**config.mk**
```make
export PLATFORM = sky130hd
export DESIGN_NAME = add8_share_arb_flat
export DESIGN_NICKNAME = d
export VERILOG_FILES = /design/src/rtl/add8_share_arb_if.sv /design/src/rtl/add8_share_arb.sv /design/src/flat_wrapper.sv
export SDC_FILE = /design/constraint.sdc
export NUM_CORES = 1
export LEC_CHECK = 0
export CAP_MARGIN = 0
export CORE_MARGIN = 2
export CORE_UTILIZATION = 25
export DETAILED_ROUTE_END_ITERATION = 8
export GPL_ROUTABILITY_DRIVEN = 0
export SYNTH_ARGS = -nofsm -noshare
export SYNTH_HDL_FRONTEND = slang
export SYNTH_SLANG_ARGS = --single-unit
```
**constraint.sdc**
```tcl
create_clock -name clk -period 4.2 [get_ports clk]
set_input_delay 0.84 -clock clk [delete_from_list [all_inputs] [get_ports clk]]
set_output_delay 0.84 -clock clk [all_outputs]
set_load 0.02 [all_outputs]
```
**src/rtl/add8_share_arb_if.sv**
```systemverilog
// Bus bundle for add8_share_arb: requester handshake, shared-adder link and response port.
interface add8_share_arb_if #(
  parameter int unsigned NREQ = 4,
  parameter int unsigned IDW  = 2
);

  // Requester side
  logic [NREQ-1:0]   req_valid;
  logic [NREQ-1:0]   req_ready;
  logic [8*NREQ-1:0] req_a;
  logic [8*NREQ-1:0] req_b;

  // Shared external 8-bit adder
  logic [7:0]        add_a;
  logic [7:0]        add_b;
  logic [8:0]        add_o;

  // Response side
  logic              rsp_valid;
  logic              rsp_ready;
  logic [8:0]        rsp_sum;
  logic [IDW-1:0]    rsp_id;
  logic [15:0]       done_cnt;

  // Arbiter view
  modport slave (
    input  req_valid,
    input  req_a,
    input  req_b,
    input  add_o,
    input  rsp_ready,
    output req_ready,
    output add_a,
    output add_b,
    output rsp_valid,
    output rsp_sum,
    output rsp_id,
    output done_cnt
  );

  // Requester / adder / consumer view
  modport master (
    output req_valid,
    output req_a,
    output req_b,
    output add_o,
    output rsp_ready,
    input  req_ready,
    input  add_a,
    input  add_b,
    input  rsp_valid,
    input  rsp_sum,
    input  rsp_id,
    input  done_cnt
  );

endinterface

```
**src/rtl/add8_share_arb.sv**
```systemverilog
// Round-robin arbiter sharing one external 8-bit adder among NREQ requesters.
// One operation in flight: grant (IDLE) -> adder evaluates (CALC) -> hold result (RESP).
module add8_share_arb #(
  parameter int unsigned NREQ = 4,
  parameter int unsigned IDW  = 2
) (
  input  logic             clk,
  input  logic             rst,
  add8_share_arb_if.slave  bus
);

  localparam int unsigned OPW  = 8;
  localparam int unsigned SUMW = 9;
  localparam int unsigned CNTW = 16;
  localparam logic [CNTW-1:0] CNT_MAX = '1;

  typedef enum logic [1:0] {
    IDLE = 2'd0,
    CALC = 2'd1,
    RESP = 2'd2
  } state_t;

  state_t              state;
  logic [IDW-1:0]      last_grant;
  logic [IDW-1:0]      cur_id;
  logic [OPW-1:0]      op_a;
  logic [OPW-1:0]      op_b;
  logic                rsp_valid_q;
  logic [SUMW-1:0]     rsp_sum_q;
  logic [IDW-1:0]      rsp_id_q;
  logic [CNTW-1:0]     done_q;

  logic                grant_any;
  logic [IDW-1:0]      grant_idx;
  logic [OPW-1:0]      sel_a;
  logic [OPW-1:0]      sel_b;
  logic [NREQ-1:0]     ready_c;
  int unsigned         cand;
  logic [IDW-1:0]      cand_idx;

  // Round-robin search starting one past the previous winner
  always_comb begin
    grant_any = 1'b0;
    grant_idx = '0;
    cand      = 0;
    cand_idx  = '0;
    for (int unsigned k = 1; k <= NREQ; k++) begin
      cand = 32'(last_grant) + k;
      if (cand >= NREQ) begin
        cand = cand - NREQ;
      end
      cand_idx = IDW'(cand);
      if (!grant_any && bus.req_valid[cand_idx]) begin
        grant_any = 1'b1;
        grant_idx = cand_idx;
      end
    end
  end

  // Operand mux for the winning requester
  always_comb begin
    sel_a = '0;
    sel_b = '0;
    for (int unsigned i = 0; i < NREQ; i++) begin
      if (IDW'(i) == grant_idx) begin
        sel_a = bus.req_a[OPW*i +: OPW];
        sel_b = bus.req_b[OPW*i +: OPW];
      end
    end
  end

  // Same-cycle accept: only in IDLE, never while reset is asserted
  always_comb begin
    ready_c = '0;
    if ((state == IDLE) && !rst && grant_any) begin
      ready_c[grant_idx] = 1'b1;
    end
  end

  // Control FSM with operand, result and completion-counter registers
  always_ff @(posedge clk) begin
    if (rst) begin
      state       <= IDLE;
      last_grant  <= IDW'(NREQ - 1);
      cur_id      <= '0;
      op_a        <= '0;
      op_b        <= '0;
      rsp_valid_q <= 1'b0;
      rsp_sum_q   <= '0;
      rsp_id_q    <= '0;
      done_q      <= '0;
    end else begin
      case (state)
        IDLE: begin
          if (grant_any) begin
            op_a       <= sel_a;
            op_b       <= sel_b;
            cur_id     <= grant_idx;
            last_grant <= grant_idx;
            state      <= CALC;
          end
        end
        CALC: begin
          // adder output is taken as-is, approximation errors included
          rsp_sum_q   <= bus.add_o;
          rsp_id_q    <= cur_id;
          rsp_valid_q <= 1'b1;
          state       <= RESP;
        end
        RESP: begin
          if (bus.rsp_ready) begin
            rsp_valid_q <= 1'b0;
            state       <= IDLE;
            if (done_q != CNT_MAX) begin
              done_q <= done_q + CNTW'(1);
            end
          end
        end
        default: begin
          state <= IDLE;
        end
      endcase
    end
  end

  assign bus.req_ready = ready_c;
  assign bus.add_a     = op_a;
  assign bus.add_b     = op_b;
  assign bus.rsp_valid = rsp_valid_q;
  assign bus.rsp_sum   = rsp_sum_q;
  assign bus.rsp_id    = rsp_id_q;
  assign bus.done_cnt  = done_q;

endmodule
```
**src/flat_wrapper.sv**
```systemverilog
// flat-port wrapper written by rule: the top's interface ports become plain ports
module add8_share_arb_flat 
#(
  parameter int unsigned NREQ = 4,
  parameter int unsigned IDW  = 2
)
  (clk, rst, bus_req_valid, bus_req_a, bus_req_b, bus_add_o, bus_rsp_ready, bus_req_ready, bus_add_a, bus_add_b, bus_rsp_valid, bus_rsp_sum, bus_rsp_id, bus_done_cnt);
  add8_share_arb_if #(.NREQ(NREQ), .IDW(IDW)) bus_i ();
  input  logic clk;
  input  logic rst;
  input wire logic [$bits(bus_i.req_valid)-1:0] bus_req_valid;
  input wire logic [$bits(bus_i.req_a)-1:0] bus_req_a;
  input wire logic [$bits(bus_i.req_b)-1:0] bus_req_b;
  input wire logic [$bits(bus_i.add_o)-1:0] bus_add_o;
  input wire logic [$bits(bus_i.rsp_ready)-1:0] bus_rsp_ready;
  output wire logic [$bits(bus_i.req_ready)-1:0] bus_req_ready;
  output wire logic [$bits(bus_i.add_a)-1:0] bus_add_a;
  output wire logic [$bits(bus_i.add_b)-1:0] bus_add_b;
  output wire logic [$bits(bus_i.rsp_valid)-1:0] bus_rsp_valid;
  output wire logic [$bits(bus_i.rsp_sum)-1:0] bus_rsp_sum;
  output wire logic [$bits(bus_i.rsp_id)-1:0] bus_rsp_id;
  output wire logic [$bits(bus_i.done_cnt)-1:0] bus_done_cnt;
  assign bus_i.req_valid = bus_req_valid;
  assign bus_i.req_a = bus_req_a;
  assign bus_i.req_b = bus_req_b;
  assign bus_i.add_o = bus_add_o;
  assign bus_i.rsp_ready = bus_rsp_ready;
  assign bus_req_ready = bus_i.req_ready;
  assign bus_add_a = bus_i.add_a;
  assign bus_add_b = bus_i.add_b;
  assign bus_rsp_valid = bus_i.rsp_valid;
  assign bus_rsp_sum = bus_i.rsp_sum;
  assign bus_rsp_id = bus_i.rsp_id;
  assign bus_done_cnt = bus_i.done_cnt;
  add8_share_arb #(.NREQ(NREQ), .IDW(IDW)) u_core (.clk(clk), .rst(rst), .bus(bus_i));
endmodule
```
==> results.py <==
metrics = {
    "outcome": {
        "status": "complete, no violations",
    },
    "global_route": {
        "met3_usage": 0.04537,
        "grt.busiest_layer": "met2",
        "grt-ovfl-total": 0,
        "grt_max_degree": 40,
        "grt_use_met2": 0.2318,
        "antenna_found_initial": 0,
        "grt_pass1_vias": 2545,
        "grt_first_pass_wirelength_um": 12820,
        "track_usage": 0.1417,
        "grt_use_met1": 0.1825,
    },
    "clock_tree": {
        "postCtsSetupBuffers": 0,
        "cts_hold_buffers": 0,
        "clock_latency_ns": 0.32,
        "cts_tree": "done",
        "numCtsBuffers": 5,
        "h-tree-depth": 2,
        "clk_pin_slew_ns": 0.11,
        "cts.sinks": 50,
        "cts_resized": 0,
        "cts-root-buf": "clkbuf_8",
        "clock_path_buffers": 2,
    },
    "critical_path": {
        "crit_path_end_kind": "output port",
        "r2r-end": "u_core.bus.add_b[2]$_SDFFE_PP0P_",
        "crit_end": "bus_req_ready[2]",
        "path_depth": 7,
        "crit_path_max_incr_delay_ns": 0.61,
        "r2r_slack_ns": 2.12,
        "arrival_ns": 3.14,
        "crit_slowest_cell": "clkdlybuf4s50_1",
        "critical_path.top_delay_family": "buffers and inverters",
        "cp_num_buf_inv": 3,
        "cp-start-kind": "input port",
        "crit_type": "in2out",
        "worstSetupStartpoint": "bus_req_valid[1]",
        "cp_common_cell": "clkdlybuf4s50_1",
        "cp_max_fo": 6,
        "worstPathCellList": "clkdlybuf4s50_1 -> nor4_1 -> buf_4 -> nor3_4 -> or4b_1 -> nor2_1 -> clkdlybuf4s50_1",
        "reg2reg_depth": 5,
        "r2r-start": "u_core.last_grant[0]$_SDFFE_PP1P_",
        "required_ns": 3.36,
    },
    "flow_run": {
        "drv_cap": 0,
    },
    "floorplan": {
        "rows": 37,
        "coreArea_um2": 10180,
        "die-area_um2": 11230,
        "ios": 128,
        "initial_core_util": 0.2552,
        "fp.dieW_um": 106.0,
        "die_h_um": 106.0,
    },
    "timing": {
        "setup_viol": 0,
        "timing.slew.headroom": 0.4957,
        "whs_ns": 0.4624,
        "rsz0062_at_grt": "false",
        "tns_ns": 0,
        "fin_crit_ns": 3.975,
        "finalCritPeriodShare": 0.9465,
        "max_freq_mhz": 251.6,
        "slew_violations": 0,
        "hold_viol": 0,
        "worst_pin_slew_ns": 0.7549,
        "finalClockSkew_ns": 0.01264,
    },
    "yosys": {
        "yosysMostFrequentCell": "dfxtp_1",
        "syn-num-nets": 374,
        "synth_warnings": 0,
        "ys_async_sr_fraction": 0,
        "yosys.area.top_type": "dfxtp_1",
        "synth_top_cell_area_share": 0.3852,
        "synth_edf_count": 0,
        "synthCells": 293,
        "synthesis.area_um2": 2599,
        "synth_cell_types": 47,
        "synthTopCellsByCount": "dfxtp_1 (50), nand2_1 (48), mux2i_1 (33)",
        "syn_avg_cell_area_um2": 8.869,
        "synthTopCellsByArea": "dfxtp_1 (39%), mux2i_1 (13%), nand2_1 (6.9%), a21oi_1 (5.4%), o221ai_2 (4.6%)",
        "seq_area_frac_synth": 0.3852,
        "synth_flop_cell": "dfxtp_1",
        "synth-seq-cells": 50,
    },
    "route": {
        "drt_iter0_markers": 106,
        "via_per_inst": 4.837,
        "wl_per_cell_um": 14.54,
        "drtPass1Iterations": 5,
        "drc": 0,
        "vias": 2675,
        "wl_um": 8040,
        "drtAntennaViolNets": 0,
    },
    "placement": {
        "place_area_um2": 4031,
        "port_buffers": 127,
        "dp_hpwl_um": 6027,
    },
    "layout": {
        "fill_cells": 983,
        "seqCellArea_um2": 1001,
        "final_nets": 497,
        "drive_gt1_frac": 0.07194,
        "diodes": 0,
        "multi_input_area_um2": 1525,
        "synthToLayoutAreaGrowth_pct": 58.69,
        "final_area_um2": 4124,
    },
    "hold_path": {
        "min_path_cells": 2,
        "hp-class": "reg2reg",
    },
    "power": {
        "p_total_w": 0.001259,
        "powerDensity_nw_per_um2": 305.4,
        "p_leak_nw": 1.465,
        "ir_worst_vdd_v": 0.0001192,
    },
}
## cells in the final DEF (no fill, tap or decap), drive strengths merged, types with 2 or more instances in the layout
cell type      instances
a21oi                 28
and3                   2
buf                    7
clkbuf                 5
clkdlybuf4s50        127
clkinvlp               2
dfxtp                 50
inv                    4
mux2                   7
mux2i                 33
nand2                 48
nand2b                 7
nand3                  5
nand3b                 2
nand4                  7
nor2                  18
nor2b                  8
nor3                   4
nor4                   3
o21ai                  3
o221ai                16
o31ai                  7
or2                    3
or3                    2
or4                    5
## kinds of logic after synthesis
kind of cell / share of synthesized area
flip-flops: 0.3852
AO/OA/AOI/OAI: 0.1757
multiplexers: 0.1574
buffers and inverters: 0.03996
AND/OR/NAND/NOR: 0.2369
adder cells (fa/ha/maj): 0.004814
## worst reg2reg max path: cells and delay by family, from the launching register on
family	cells	cell delay [ns]
flip-flops	1	0.34
buffers and inverters	1	0.44
AND/OR/NAND/NOR	1	0.21
AO/OA/AOI/OAI	2	0.65
multiplexers	1	0.33
## layout make-up
cell class                      count  share of cell area
Multi-Input combinational cell    222              0.3698
Sequential cell                    50              0.2427
Tap cell                          136             0.04126
Timing Repair Buffer              134              0.3210
Inverter                            3            0.002731
Clock buffer                        5             0.01669
Clock inverter                      3            0.005765
## registers in the layout (all words and copies together) (netlist names)
| name | cells |
|---|---|
| u_core.bus.done_cnt | 16 |
| u_core.bus.rsp_sum | 9 |
| u_core.bus.add_a | 8 |
| u_core.bus.add_b | 8 |
| u_core.bus.rsp_id | 2 |
| u_core.cur_id | 2 |
| u_core.last_grant | 2 |
| u_core.state | 2 |
| u_core.bus.rsp_valid | 1 |
## worst min-delay path by stage
stage	slack (ns)	from	end
finish	0.46	u_core.bus.rsp_sum[3]$_SDFFE_PP0P_	u_core.bus.rsp_sum[3]$_SDFFE_PP0P_
global route	0.48	u_core.bus.rsp_sum[3]$_SDFFE_PP0P_	u_core.bus.rsp_sum[3]$_SDFFE_PP0P_
CTS	0.47	u_core.bus.rsp_sum[6]$_SDFFE_PP0P_	u_core.bus.rsp_sum[6]$_SDFFE_PP0P_
detailed placement	0.45	u_core.bus.rsp_sum[3]$_SDFFE_PP0P_	u_core.bus.rsp_sum[3]$_SDFFE_PP0P_
global placement	0.44	u_core.bus.rsp_sum[5]$_SDFFE_PP0P_	u_core.bus.rsp_sum[5]$_SDFFE_PP0P_
floorplan	0.43	u_core.cur_id[1]$_SDFFE_PP0P_	u_core.bus.rsp_id[1]$_SDFFE_PP0P_
## per-stage QoR
step,worst slack [ns],utilization,std cells
6_report,0.2248,0.4049,553
5_1_grt,0.09491,0.4049,553
4_1_cts,0.2371,0.4049,553
3_5_place_dp,0.2546,0.3958,545
3_3_place_gp,0.2939,0.3958,545
2_1_floorplan,1.157,-,293
## where the power goes
part | switching (W) | internal [W]
Combinational | 0.000197 | 0.000217
Clock | 0.000178 | 0.000120
Sequential | 0.0000289 | 0.000519
## per-layer routing
layer  vias to the layer above  routed length (um)
met1                      1246                3678
met5                         -                   0
met3                         6                 677
met2                       105                3609
li1                       1318                   -
met4                         0                  75
Note: power is estimated with default switching activity, not from simulation.
